### src/rtl/frame_buffer_packer_pkg.sv
// Shared types and helpers for the frame buffer packer: FSM state, plane select,
// and bytes-per-word arithmetic derived from the memory word width.
package fb_pkg;

    typedef enum logic [1:0] {IDLE, RUN, DONE} fb_state_t;

    typedef enum logic [1:0] {PLANE_Y, PLANE_U, PLANE_V} fb_plane_t;

    function automatic int fb_bpw(input int mem_width);
        return mem_width / 8;
    endfunction

    function automatic int fb_log2_bpw(input int mem_width);
        return (mem_width / 8 > 1) ? $clog2(mem_width / 8) : 0;
    endfunction

    function automatic int fb_lane_width(input int mem_width);
        return (mem_width / 8 > 1) ? $clog2(mem_width / 8) : 1;
    endfunction

endpackage

### src/rtl/frame_buffer_packer_if.sv
// Byte-stream input and memory write port of the frame buffer packer.
// The packer connects to the slave modport; the source/memory side uses master.
interface frame_buffer_packer_if #(
    parameter int MEM_WIDTH  = 64,
    parameter int ADDR_WIDTH = 24
);
    logic                    pix_valid;
    logic [7:0]              pix_data;
    logic                    pix_ready;
    logic                    mem_wr_en;
    logic [ADDR_WIDTH-1:0]   mem_addr;
    logic [MEM_WIDTH-1:0]    mem_data;
    logic [MEM_WIDTH/8-1:0]  mem_be;
    logic                    mem_ready;

    modport master (
        output pix_valid, pix_data, mem_ready,
        input  pix_ready, mem_wr_en, mem_addr, mem_data, mem_be
    );

    modport slave (
        input  pix_valid, pix_data, mem_ready,
        output pix_ready, mem_wr_en, mem_addr, mem_data, mem_be
    );
endinterface

### src/rtl/frame_buffer_packer_word_packer.sv
// Lane fill buffer plus the single output word register with its valid/ready hold.
// Unwritten lanes of a partial word read as zero with their byte enable low.
module fb_word_packer
    import fb_pkg::*;
#(
    parameter  int MEM_WIDTH  = 64,
    parameter  int ADDR_WIDTH = 24,
    localparam int BPW        = fb_bpw(MEM_WIDTH),
    localparam int LANE_W     = fb_lane_width(MEM_WIDTH)
) (
    input  logic                  clk,
    input  logic                  rst_n,
    input  logic                  i_clear,
    input  logic                  i_byte_we,
    input  logic [7:0]            i_byte,
    input  logic [LANE_W-1:0]     i_lane,
    input  logic                  i_word_end,
    input  logic [ADDR_WIDTH-1:0] i_addr,
    input  logic                  i_mem_ready,
    output logic                  o_mem_wr_en,
    output logic [ADDR_WIDTH-1:0] o_mem_addr,
    output logic [MEM_WIDTH-1:0]  o_mem_data,
    output logic [BPW-1:0]        o_mem_be
);

    logic [MEM_WIDTH-1:0]  r_buf_data;
    logic [BPW-1:0]        r_buf_be;
    logic [MEM_WIDTH-1:0]  w_fill_data;
    logic [BPW-1:0]        w_fill_be;

    always_comb begin
        w_fill_data = r_buf_data;
        w_fill_be   = r_buf_be;
        for (int k = 0; k < BPW; k++) begin
            if (i_lane == LANE_W'(k)) begin
                w_fill_data[8*k +: 8] = i_byte;
                w_fill_be[k]          = 1'b1;
            end
        end
    end

    // The completing byte bypasses the buffer straight into the output register,
    // which the caller only allows when that register is free or draining.
    always_ff @(posedge clk) begin
        if (!rst_n || i_clear) begin
            r_buf_data  <= '0;
            r_buf_be    <= '0;
            o_mem_wr_en <= 1'b0;
            o_mem_addr  <= '0;
            o_mem_data  <= '0;
            o_mem_be    <= '0;
        end else if (i_byte_we && i_word_end) begin
            r_buf_data  <= '0;
            r_buf_be    <= '0;
            o_mem_wr_en <= 1'b1;
            o_mem_addr  <= i_addr;
            o_mem_data  <= w_fill_data;
            o_mem_be    <= w_fill_be;
        end else begin
            if (i_byte_we) begin
                r_buf_data <= w_fill_data;
                r_buf_be   <= w_fill_be;
            end
            if (i_mem_ready) begin
                o_mem_wr_en <= 1'b0;
            end
        end
    end

endmodule

### src/rtl/frame_buffer_packer.sv
// Packs a planar YUV 4:2:0 byte stream into strided memory words.
// Define FB_CHROMA_PLANES_EN to process U and V; otherwise the frame is luma-only.
module frame_buffer_packer
    import fb_pkg::*;
#(
    parameter int MEM_WIDTH  = 64,
    parameter int ADDR_WIDTH = 24,
    parameter int DIM_WIDTH  = 12
) (
    input  logic                 clk,
    input  logic                 rst_n,
    input  logic                 i_setup_frame,
    input  logic [DIM_WIDTH-1:0] i_stride,
    input  logic [DIM_WIDTH-1:0] i_width,
    input  logic [DIM_WIDTH-1:0] i_height,
    output logic                 o_busy,
    output logic                 o_frame_done,
    frame_buffer_packer_if.slave bus
);

    localparam int BPW    = fb_bpw(MEM_WIDTH);
    localparam int LBPW   = fb_log2_bpw(MEM_WIDTH);
    localparam int LANE_W = fb_lane_width(MEM_WIDTH);
    localparam int BAW    = ADDR_WIDTH + LBPW;

    fb_state_t             r_state;
    fb_state_t             w_next_state;
    logic [DIM_WIDTH-1:0]  r_stride;
    logic [DIM_WIDTH-1:0]  r_width;
    logic [DIM_WIDTH-1:0]  r_height;
    logic [DIM_WIDTH-1:0]  r_row;
    logic [DIM_WIDTH-1:0]  r_col;
    logic [DIM_WIDTH-1:0]  r_word_off;
    logic [LANE_W-1:0]     r_lane;
    logic [BAW-1:0]        r_row_base;
    logic                  r_bytes_done;

    logic [DIM_WIDTH-1:0]  w_plane_w;
    logic [DIM_WIDTH-1:0]  w_plane_h;
    logic [DIM_WIDTH-1:0]  w_plane_s;
    logic                  w_last_plane;
    logic                  w_pix_ready;
    logic                  w_accept;
    logic                  w_stall;
    logic                  w_row_end;
    logic                  w_lane_end;
    logic                  w_word_end;
    logic                  w_plane_end;
    logic [BAW-1:0]        w_byte_addr;
    logic [ADDR_WIDTH-1:0] w_word_addr;
    logic                  w_mem_wr_en;
    logic [ADDR_WIDTH-1:0] w_mem_addr;
    logic [MEM_WIDTH-1:0]  w_mem_data;
    logic [BPW-1:0]        w_mem_be;

`ifdef FB_CHROMA_PLANES_EN
    fb_plane_t r_plane;
    logic      w_chroma_next;

    assign w_chroma_next = ((r_width >> 1) != '0) && ((r_height >> 1) != '0);
    assign w_last_plane  = (r_plane == PLANE_V) || ((r_plane == PLANE_Y) && !w_chroma_next);

    always_comb begin
        w_plane_w = r_width;
        w_plane_h = r_height;
        w_plane_s = r_stride;
        if (r_plane != PLANE_Y) begin
            w_plane_w = r_width >> 1;
            w_plane_h = r_height >> 1;
            w_plane_s = r_stride >> 1;
        end
    end

    always_ff @(posedge clk) begin
        if (!rst_n || i_setup_frame) begin
            r_plane <= PLANE_Y;
        end else if (w_accept && w_plane_end && !w_last_plane) begin
            r_plane <= (r_plane == PLANE_Y) ? PLANE_U : PLANE_V;
        end
    end
`else
    assign w_last_plane = 1'b1;
    assign w_plane_w    = r_width;
    assign w_plane_h    = r_height;
    assign w_plane_s    = r_stride;
`endif

    assign w_stall     = w_mem_wr_en && !bus.mem_ready;
    assign w_pix_ready = (r_state == RUN) && !r_bytes_done && !w_stall;
    assign w_accept    = bus.pix_valid && w_pix_ready;
    assign w_row_end   = (r_col == w_plane_w - DIM_WIDTH'(1));
    assign w_lane_end  = (r_lane == LANE_W'(BPW - 1));
    assign w_word_end  = w_row_end || w_lane_end;
    assign w_plane_end = w_row_end && (r_row == w_plane_h - DIM_WIDTH'(1));
    assign w_byte_addr = r_row_base + BAW'(r_word_off);
    assign w_word_addr = ADDR_WIDTH'(w_byte_addr / BAW'(BPW));

    // Row base keeps advancing across plane boundaries, so after the last Y row it
    // already equals S*H (U base) and after the last U row it equals the V base.
    always_ff @(posedge clk) begin
        if (!rst_n) begin
            r_stride     <= '0;
            r_width      <= '0;
            r_height     <= '0;
            r_row        <= '0;
            r_col        <= '0;
            r_word_off   <= '0;
            r_lane       <= '0;
            r_row_base   <= '0;
            r_bytes_done <= 1'b0;
        end else if (i_setup_frame) begin
            r_stride     <= i_stride;
            r_width      <= i_width;
            r_height     <= i_height;
            r_row        <= '0;
            r_col        <= '0;
            r_word_off   <= '0;
            r_lane       <= '0;
            r_row_base   <= '0;
            r_bytes_done <= (i_width == '0) || (i_height == '0);
        end else if (w_accept) begin
            if (w_row_end) begin
                r_col      <= '0;
                r_lane     <= '0;
                r_word_off <= '0;
                r_row_base <= r_row_base + BAW'(w_plane_s);
                if (w_plane_end) begin
                    r_row <= '0;
                    if (w_last_plane) begin
                        r_bytes_done <= 1'b1;
                    end
                end else begin
                    r_row <= r_row + DIM_WIDTH'(1);
                end
            end else begin
                r_col <= r_col + DIM_WIDTH'(1);
                if (w_lane_end) begin
                    r_lane     <= '0;
                    r_word_off <= r_word_off + DIM_WIDTH'(BPW);
                end else begin
                    r_lane <= r_lane + LANE_W'(1);
                end
            end
        end
    end

    always_ff @(posedge clk) begin
        if (!rst_n) begin
            r_state <= IDLE;
        end else begin
            r_state <= w_next_state;
        end
    end

    // The frame ends once every byte is in and the last word has left the output register.
    always_comb begin
        w_next_state = r_state;
        o_busy       = 1'b0;
        o_frame_done = 1'b0;
        case (r_state)
            IDLE: begin
                if (i_setup_frame) begin
                    w_next_state = RUN;
                end
            end
            RUN: begin
                o_busy = 1'b1;
                if (i_setup_frame) begin
                    w_next_state = RUN;
                end else if (r_bytes_done && !w_stall) begin
                    w_next_state = DONE;
                end
            end
            DONE: begin
                o_frame_done = 1'b1;
                w_next_state = i_setup_frame ? RUN : IDLE;
            end
            default: w_next_state = IDLE;
        endcase
    end

    fb_word_packer #(
        .MEM_WIDTH  (MEM_WIDTH),
        .ADDR_WIDTH (ADDR_WIDTH)
    ) u_word_packer (
        .clk         (clk),
        .rst_n       (rst_n),
        .i_clear     (i_setup_frame),
        .i_byte_we   (w_accept),
        .i_byte      (bus.pix_data),
        .i_lane      (r_lane),
        .i_word_end  (w_word_end),
        .i_addr      (w_word_addr),
        .i_mem_ready (bus.mem_ready),
        .o_mem_wr_en (w_mem_wr_en),
        .o_mem_addr  (w_mem_addr),
        .o_mem_data  (w_mem_data),
        .o_mem_be    (w_mem_be)
    );

    assign bus.pix_ready = w_pix_ready;
    assign bus.mem_wr_en = w_mem_wr_en;
    assign bus.mem_addr  = w_mem_addr;
    assign bus.mem_data  = w_mem_data;
    assign bus.mem_be    = w_mem_be;

endmodule

### src/flat_wrapper.sv
// flat-port wrapper written by rule: the top's interface ports become plain ports
module frame_buffer_packer_flat import fb_pkg::*;
#(
    parameter int MEM_WIDTH  = 64,
    parameter int ADDR_WIDTH = 24,
    parameter int DIM_WIDTH  = 12
)
  (clk, rst_n, i_setup_frame, i_stride, i_width, i_height, o_busy, o_frame_done, bus_pix_valid, bus_pix_data, bus_mem_ready, bus_pix_ready, bus_mem_wr_en, bus_mem_addr, bus_mem_data, bus_mem_be);
  frame_buffer_packer_if #(.MEM_WIDTH(MEM_WIDTH), .ADDR_WIDTH(ADDR_WIDTH)) bus_i ();
  input  logic clk;
  input  logic rst_n;
  input  logic i_setup_frame;
  input  logic [DIM_WIDTH-1:0] i_stride;
  input  logic [DIM_WIDTH-1:0] i_width;
  input  logic [DIM_WIDTH-1:0] i_height;
  output logic o_busy;
  output logic o_frame_done;
  input wire logic [$bits(bus_i.pix_valid)-1:0] bus_pix_valid;
  input wire logic [$bits(bus_i.pix_data)-1:0] bus_pix_data;
  input wire logic [$bits(bus_i.mem_ready)-1:0] bus_mem_ready;
  output wire logic [$bits(bus_i.pix_ready)-1:0] bus_pix_ready;
  output wire logic [$bits(bus_i.mem_wr_en)-1:0] bus_mem_wr_en;
  output wire logic [$bits(bus_i.mem_addr)-1:0] bus_mem_addr;
  output wire logic [$bits(bus_i.mem_data)-1:0] bus_mem_data;
  output wire logic [$bits(bus_i.mem_be)-1:0] bus_mem_be;
  assign bus_i.pix_valid = bus_pix_valid;
  assign bus_i.pix_data = bus_pix_data;
  assign bus_i.mem_ready = bus_mem_ready;
  assign bus_pix_ready = bus_i.pix_ready;
  assign bus_mem_wr_en = bus_i.mem_wr_en;
  assign bus_mem_addr = bus_i.mem_addr;
  assign bus_mem_data = bus_i.mem_data;
  assign bus_mem_be = bus_i.mem_be;
  frame_buffer_packer #(.MEM_WIDTH(MEM_WIDTH), .ADDR_WIDTH(ADDR_WIDTH), .DIM_WIDTH(DIM_WIDTH)) u_core (.clk(clk), .rst_n(rst_n), .i_setup_frame(i_setup_frame), .i_stride(i_stride), .i_width(i_width), .i_height(i_height), .o_busy(o_busy), .o_frame_done(o_frame_done), .bus(bus_i));
endmodule
### config.mk
export PLATFORM = sky130hd
export DESIGN_NAME = frame_buffer_packer_flat
export DESIGN_NICKNAME = d
export VERILOG_FILES = /design/src/rtl/frame_buffer_packer_pkg.sv /design/src/rtl/frame_buffer_packer_if.sv /design/src/rtl/frame_buffer_packer_word_packer.sv /design/src/rtl/frame_buffer_packer.sv /design/src/flat_wrapper.sv
export SDC_FILE = /design/constraint.sdc
export NUM_CORES = 1
export LEC_CHECK = 0
export CORE_MARGIN = 1.5
export CORE_UTILIZATION = 25
export CTS_BUF_LIST = sky130_fd_sc_hd__clkbuf_8
export CTS_CLUSTER_SIZE = 40
export DETAILED_ROUTE_END_ITERATION = 8
export PLACE_DENSITY = 0.51
export SYNTH_ARGS = -nofsm -noshare
export SYNTH_HDL_FRONTEND = slang
export SYNTH_SLANG_ARGS = --single-unit
### constraint.sdc
create_clock -name clk -period 8.75 [get_ports clk]
set_input_delay 0.875 -clock clk [delete_from_list [all_inputs] [get_ports clk]]
set_output_delay 0.875 -clock clk [all_outputs]
set_load 0.1 [all_outputs]
==> flow_summary.json, run 1 <==
{
  "p_sw_share_pct": 25.44,
  "drtAntennaViolNets": 0,
  "synthToLayoutAreaGrowth_pct": 23.54,
  "antenna_found_initial": 0,
  "drc": 0,
  "timing.hold.ws_ns": 0.4498,
  "crit_fanout": 6,
  "syn_area_um2": 12540,
  "fin_tns_setup_ns": 0,
  "sequentialPowerShare_pct": 49.1,
  "synthFlopType": "dfxtp_1",
  "crit_top_cell": "clkdlybuf4s50_1",
  "power_mw": 2.574,
  "finalSetupViolCount": 0,
  "drv_cap": 0,
  "cts_buffers": 49,
  "p_int_mw": 1.920,
  "worst_ep_required_time_ns": 7.88,
  "cp_slowest_cell": "clkdlybuf4s50_1",
  "grt_pass1_wl_um": 56070,
  "via_per_inst": 4.637,
  "start_util_pct": 25.46,
  "grt_usage_pct": 13.75,
  "ys_seq_area_share_pct": 43.26,
  "synth-edff-count": 0,
  "synth_seq_cells": 271,
  "cts_root_buffer": "clkbuf_8",
  "power_frac_clock_pct": 44.4,
  "io_pins": 149,
  "ctsResizeCount": 0,
  "synthTopCellsByCount": "271 x dfxtp_1, 182 x nand2_1, 158 x nor2_1",
  "routedWlPerCell_um": 15.71,
  "clock_skew_ns": 0.03244,
  "ir_drop_uv": 69.25,
  "combPwrFrac_pct": 6.6,
  "layout_min_cycle_time_ns": 4.038,
  "fill_cells": 5257,
  "slew_headroom_pct": 16.31,
  "chipWidth_um": 227.0,
  "vias": 10510,
  "power.density_nw_per_um2": 166.2,
  "synth_top_area_cell": "dfxtp_1",
  "clk_path_buf_depth": 3,
  "ctsHoldBuffers": 0,
  "clk_latency_ns": 0.63,
  "critical_path_class": "input pin to output port",
  "min_from": "u_core.u_word_packer.o_mem_addr[6]$_SDFFE_PP0P_",
  "yosys_warnings": 0,
  "tightestPinTransition_ns": 1.251,
  "netlist_instances": 1457,
  "synth_nets": 1539,
  "diodes": 0,
  "nets": 1652,
  "synthTopCellsByArea": "dfxtp_1 43%, mux2i_1 8.3%, nand2_1 5.4%, a211oi_1 4.8%, nor2_1 4.7%",
  "drt-pass1-iter-count": 5,
  "p_sw_mw": 0.6548,
  "wl_um": 35610,
  "finalWeightedCongestion": 0.7844,
  "rows": 81,
  "drt_iter0_drc": 545,
  "cp_slowest_stage_delay_ns": 1.27,
  "port-buffer-count": 148,
  "critical_path.cell_chain": "clkdlybuf4s50_1, nand2b_1, and3b_1, clkdlybuf4s50_1",
  "fin_crit_sh_pct": 46.15,
  "grt_start_max_net_pins": 109,
  "grt_pass1_vias": 10130,
  "clkSinkCount": 271,
  "drive_gt1_share_pct": 5.864,
  "synth_top_area_share_pct": 43.26,
  "yosysMostFrequentCell": "dfxtp_1",
  "grt-ovfl-total": 0,
  "final_hold_viol_count": 0,
  "drv_slew": 0,
  "status": "completed",
  "die_h_um": 227.0,
  "rsz0062_at_grt": "no",
  "dieArea_um2": 51510,
  "reg2reg_from": "u_core.r_width[0]$_SDFFE_PN0P_",
  "post-dp-hpwl_um": 24480,
  "power.leakage_nw": 5.395,
  "async_flop_share_pct": 0,
  "tritoncts": "yes",
  "clk_pin_slew_ns": 0.05,
  "design.core.area_um2": 49250,
  "synth_cell_types": 69,
  "syn_area_per_cell_um2": 8.606,
  "hold_class": "flip-flop to flip-flop",
  "endpoint_kind": "output port",
  "max_freq_mhz": 247.6,
  "final_cells": 2267,
  "cts_setup_buffers": 0,
  "cts_htree_levels": 2,
  "cp.arrival_ns": 3.16,
  "startpoint": "bus_mem_ready",
  "startpoint_type": "input pin",
  "dp_cells": 2182
}
-- power by group through the flow --
stage          Combinational (mW)  Clock, mW  Sequential, mW
6_report                    0.169       1.14            1.26
5_1_grt                     0.186       1.24            1.26
4_1_cts                     0.171       1.19            1.26
3_5_place_dp                0.170          0            1.29
3_3_place_gp                0.167          0            1.29
2_1_floorplan               0.114          0            1.28
-- cell families after synthesis --
kind of cell / synth area share [%]
muxes: 8.302
buffers and inverters: 3.902
and+or+nand+nor: 21.68
AOI/OAI and AO/OA: 13.63
adders and majority gates: 3.353
xor gates and xnor gates: 5.867
DFF: 43.26
-- worst max-delay path, delay by kind of cell --
kind	cells	cell delay, ns
buffers and inverters	2	1.72
AND/OR/NAND/NOR	2	0.54
-- state kept, by name (all words and copies together), names as in the netlist --
| signal | cells |
|---|---|
| u_core.u_word_packer.o_mem_data | 64 |
| u_core.u_word_packer.r_buf_data | 64 |
| u_core.r_row_base | 27 |
| u_core.u_word_packer.o_mem_addr | 24 |
| u_core.r_col | 12 |
| u_core.r_height | 12 |
| u_core.r_row | 12 |
| u_core.r_stride | 12 |
| u_core.r_width | 12 |
| u_core.r_word_off | 9 |
| u_core.u_word_packer.o_mem_be | 8 |
| u_core.u_word_packer.r_buf_be | 8 |
| u_core.r_lane | 3 |
| u_core.r_state | 2 |
| u_core.r_bytes_done | 1 |
| u_core.u_word_packer.o_mem_wr_en | 1 |
-- layout by cell type, fill, tap and decap left out, types with 3 or more instances in the layout --
| cell type | n |
|---|---|
| or4_1 | 4 |
| clkbuf_8 | 55 |
| nand3_1 | 54 |
| or2_2 | 4 |
| or3_1 | 12 |
| buf_4 | 11 |
| nor3_1 | 21 |
| mux2i_1 | 104 |
| nand2b_1 | 8 |
| xnor2_1 | 51 |
| dfxtp_1 | 271 |
| nand4_1 | 18 |
| nor4_1 | 17 |
| nor2_1 | 158 |
| clkinv_2 | 4 |
| a21oi_1 | 115 |
| o31ai_1 | 6 |
| o41ai_1 | 3 |
| a211oi_1 | 81 |
| xor2_1 | 33 |
| o21ai_0 | 21 |
| o211ai_1 | 4 |
| nor2b_1 | 49 |
| nand2_1 | 181 |
| and2_1 | 4 |
| ha_1 | 32 |
| o22ai_1 | 3 |
| and4_1 | 4 |
| a21o_1 | 4 |
| clkdlybuf4s50_1 | 147 |
| inv_1 | 45 |
| and3_1 | 23 |
-- cell type report --
class | count | area [um2] | share of cell area, %
flip-flops and latches | 271 | 5425 | 35.02
multi-input cells | 1064 | 6655 | 42.96
repair buffers | 160 | 1564 | 10.10
well taps | 664 | 830.8 | 5.363
inverters | 24 | 90.09 | 0.5815
clock inverters | 29 | 168.9 | 1.090
clock buffers | 55 | 757.0 | 4.887
-- through the flow --
step	worst slack (ns)	util, %	instance area (um2)
after global placement	4.197	29.56	14560
after detailed placement	4.034	29.56	14560
final	4.712	31.45	15490
after CTS	4.704	31.44	15490
after floorplan	4.146	-	12540
after global routing	4.438	31.45	15490
-- worst paths after layout --
kind	slack, ns	depth (start not counted)	endpoint
hold / removal	0.45	2	u_core.u_word_packer.o_mem_addr[6]$_SDFFE_PP0P_
setup reg to reg	4.76	12	u_core.u_word_packer.r_buf_be[5]$_SDFFE_PP0P_
hold reg to reg	0.45	2	u_core.u_word_packer.o_mem_addr[6]$_SDFFE_PP0P_
setup / recovery	4.71	4	bus_pix_ready
-- routing by layer --
metal | GRT usage (%) | vias up | part of all wire (%)
li1 | - | 5328 | -
met3 | 2.543 | 45 | 4.8
met4 | 4.358 | 0 | 1.9
met2 | 23.00 | 240 | 47
met1 | 17.85 | 4899 | 47
met5 | 0 | - | 0
No activity file was read; power rests on OpenSTA's default activity.
==> run 2: changes to the inputs <==
==> constraint.sdc (replaced) <==
create_clock -name clk -period 3.8 [get_ports clk]
set_input_delay 0.38 -clock clk [delete_from_list [all_inputs] [get_ports clk]]
set_output_delay 0.38 -clock clk [all_outputs]
set_load 0.1 [all_outputs]
==> run 2 against run 1 <==
  * Critical path depth is 8 higher
  * Final cell count is 0.93% higher
  * Hold slack got worse by 0.15 ns
  * Highest routed layer unchanged
==> flow_summary.json, run 2 (synthesis gave the netlist of run 1 again) <==
{
  "rr_worst_depth": 12,
  "ctsHoldBuffers": 0,
  "hold_class": "input pin to flip-flop",
  "drive_gt1_share_pct": 7.825,
  "rsz0062_at_grt": "no",
  "rrSetupSlack_ns": 0.45,
  "grt_start_max_net_pins": 85,
  "vias": 10680,
  "ctsResizeCount": 0,
  "die_h_um": 227.0,
  "via_per_inst": 4.666,
  "layout_commonest_cell": "dfxtp_1",
  "p_sw_share_pct": 24.98,
  "wl_um": 35450,
  "critical_path_class": "flip-flop to flip-flop",
  "grt_usage_pct": 13.71,
  "clk_pin_slew_ns": 0.06,
  "hold_depth": 3,
  "tightestPinTransition_ns": 1.027,
  "grt_pass1_vias": 10180,
  "cts_buffers": 52,
  "io_pins": 149,
  "routedWlPerCell_um": 15.50,
  "dieArea_um2": 51510,
  "cts_setup_buffers": 0,
  "power_frac_clock_pct": 47.2,
  "clk_path_buf_depth": 3,
  "rows": 81,
  "fin_crit_sh_pct": 88.25,
  "worst_ep_required_time_ns": 4.32,
  "design.core.area_um2": 49250,
  "port-buffer-count": 148,
  "timing.hold.ws_ns": 0.3045,
  "fin_tns_setup_ns": 0,
  "drv_slew": 0,
  "startpoint_type": "flip-flop",
  "reg2reg_from": "u_core.r_width[0]$_SDFFE_PN0P_",
  "power.density_nw_per_um2": 396.3,
  "clock_skew_ns": 0.03676,
  "clk_latency_ns": 0.64,
  "final_cell_mix": "271 x dfxtp_1, 181 x nand2_1, 158 x nor2_1, 146 x clkdlybuf4s50_1, 115 x a21oi_1",
  "cp.arrival_ns": 3.88,
  "p_sw_mw": 1.564,
  "chipWidth_um": 227.0,
  "finalWeightedCongestion": 0.8055,
  "finalSetupViolCount": 0,
  "combPwrFrac_pct": 6.4,
  "whs_endpoint": "u_core.r_bytes_done$_SDFFE_PN0P_",
  "drtAntennaViolNets": 0,
  "cts_root_buffer": "clkbuf_8",
  "r2r_end": "u_core.u_word_packer.o_mem_data[33]$_SDFFE_PP0P_",
  "power.leakage_nw": 5.532,
  "slew_headroom_pct": 31.33,
  "layout_min_cycle_time_ns": 3.354,
  "start_util_pct": 25.46,
  "min_from": "i_setup_frame",
  "max_freq_mhz": 298.2,
  "clkSinkCount": 271,
  "cts_htree_levels": 2,
  "antenna_found_initial": 2,
  "grt-ovfl-total": 0,
  "synthToLayoutAreaGrowth_pct": 26.00,
  "grt_pass1_wl_um": 55750,
  "crit_fanout": 84,
  "tritoncts": "yes",
  "endpoint_kind": "flip-flop",
  "post-dp-hpwl_um": 24880,
  "final_hold_viol_count": 0,
  "nets": 1668,
  "ir_drop_uv": 207.1,
  "drt_iter0_drc": 424,
  "status": "completed",
  "drv_cap": 0,
  "drt-pass1-iter-count": 7,
  "p_int_mw": 4.698,
  "sequentialPowerShare_pct": 46.4,
  "reg.largest.list": "u_core.u_word_packer.o_mem_data (64), u_core.u_word_packer.r_buf_data (64), u_core.r_row_base (27)",
  "drc": 0
}
run 2: cell types whose count changed in the layout (fill, tap and decap cells not counted), sizes merged, moves of 3 or more:
cell	change
buf	+15
clkbuf	+15
clkinv	+3
inv	-10
run 2: critical path, stage by stage, from the launching register on:
cell	delay, ns
dfxtp_1	0.42
inv_1	0.07
ha_1	0.31
o21ba_2	0.23
a221oi_1	0.30
a41oi_1	0.11
a2111oi_2	0.43
nand4_1	0.18
buf_4	0.24
a21oi_4	0.30
buf_12	0.34
nor2_1	0.07
a211oi_1	0.23
run 2: final cells by class:
type                       count  area (um2)
tap                          664       830.8
multi-input combinational   1064        6658
clock inverter                20       105.1
sequential                   271        5425
inverter                      24       90.09
clock buffer                  71       977.2
timing repair buffer         173        1712
antenna                        1       2.502
fill                        5191       33450
run 2: power groups by stage:
stage | sequential (mW) | clock, mW | combinational [mW]
3_3_place_gp | 2.97 | 0 | 0.397
4_1_cts | 2.91 | 3.08 | 0.404
3_5_place_dp | 2.97 | 0 | 0.403
5_1_grt | 2.91 | 3.22 | 0.435
2_1_floorplan | 2.95 | 0 | 0.263
6_report | 2.91 | 2.96 | 0.399
run 2: worst max-delay path by stage:
stage | start | end | slack (ns) | cells after the start
after floorplan | u_core.r_state[0]$_SDFFE_PN0P_ | u_core.r_row_base[20]$_SDFFE_PP0P_ | 0.34 | 10
after global placement | u_core.r_width[0]$_SDFFE_PN0P_ | u_core.u_word_packer.o_mem_addr[3]$_SDFFE_PP0P_ | 0.56 | 12
after detailed placement | u_core.r_width[0]$_SDFFE_PN0P_ | u_core.u_word_packer.o_mem_data[33]$_SDFFE_PP0P_ | 0.38 | 12
after CTS | u_core.r_width[0]$_SDFFE_PN0P_ | u_core.u_word_packer.o_mem_data[33]$_SDFFE_PP0P_ | 0.39 | 12
after global routing | u_core.r_width[0]$_SDFFE_PN0P_ | u_core.u_word_packer.o_mem_data[33]$_SDFFE_PP0P_ | 0.12 | 12
final | u_core.r_width[0]$_SDFFE_PN0P_ | u_core.u_word_packer.o_mem_data[33]$_SDFFE_PP0P_ | 0.45 | 12
run 2: per-stage QoR:
| stage | instances | area (um2) | util [%] | total power, mW | setup slack, ns |
|---|---|---|---|---|---|
| floorplan | 1457 | 12540 | - | 3.213 | 0.3365 |
| global placement | 2196 | 14720 | 29.88 | 3.363 | 0.5565 |
| detailed placement | 2196 | 14720 | 29.88 | 3.371 | 0.3824 |
| CTS | 2287 | 15800 | 32.07 | 6.394 | 0.3924 |
| global route | 2288 | 15800 | 32.08 | 6.569 | 0.1189 |
| finish | 2288 | 15800 | 32.08 | 6.262 | 0.4464 |
run 2: layer usage:
metal | share of wire (%) | track usage (%) | wire length (um) | vias up
met3 | 4.7 | 2.543 | 1662 | 62
met4 | 2.6 | 5.319 | 909 | 0
met1 | 47 | 17.96 | 16760 | 4996
met5 | 0 | 0 | 0 | -
li1 | - | - | - | 5380
met2 | 45 | 22.30 | 16120 | 237
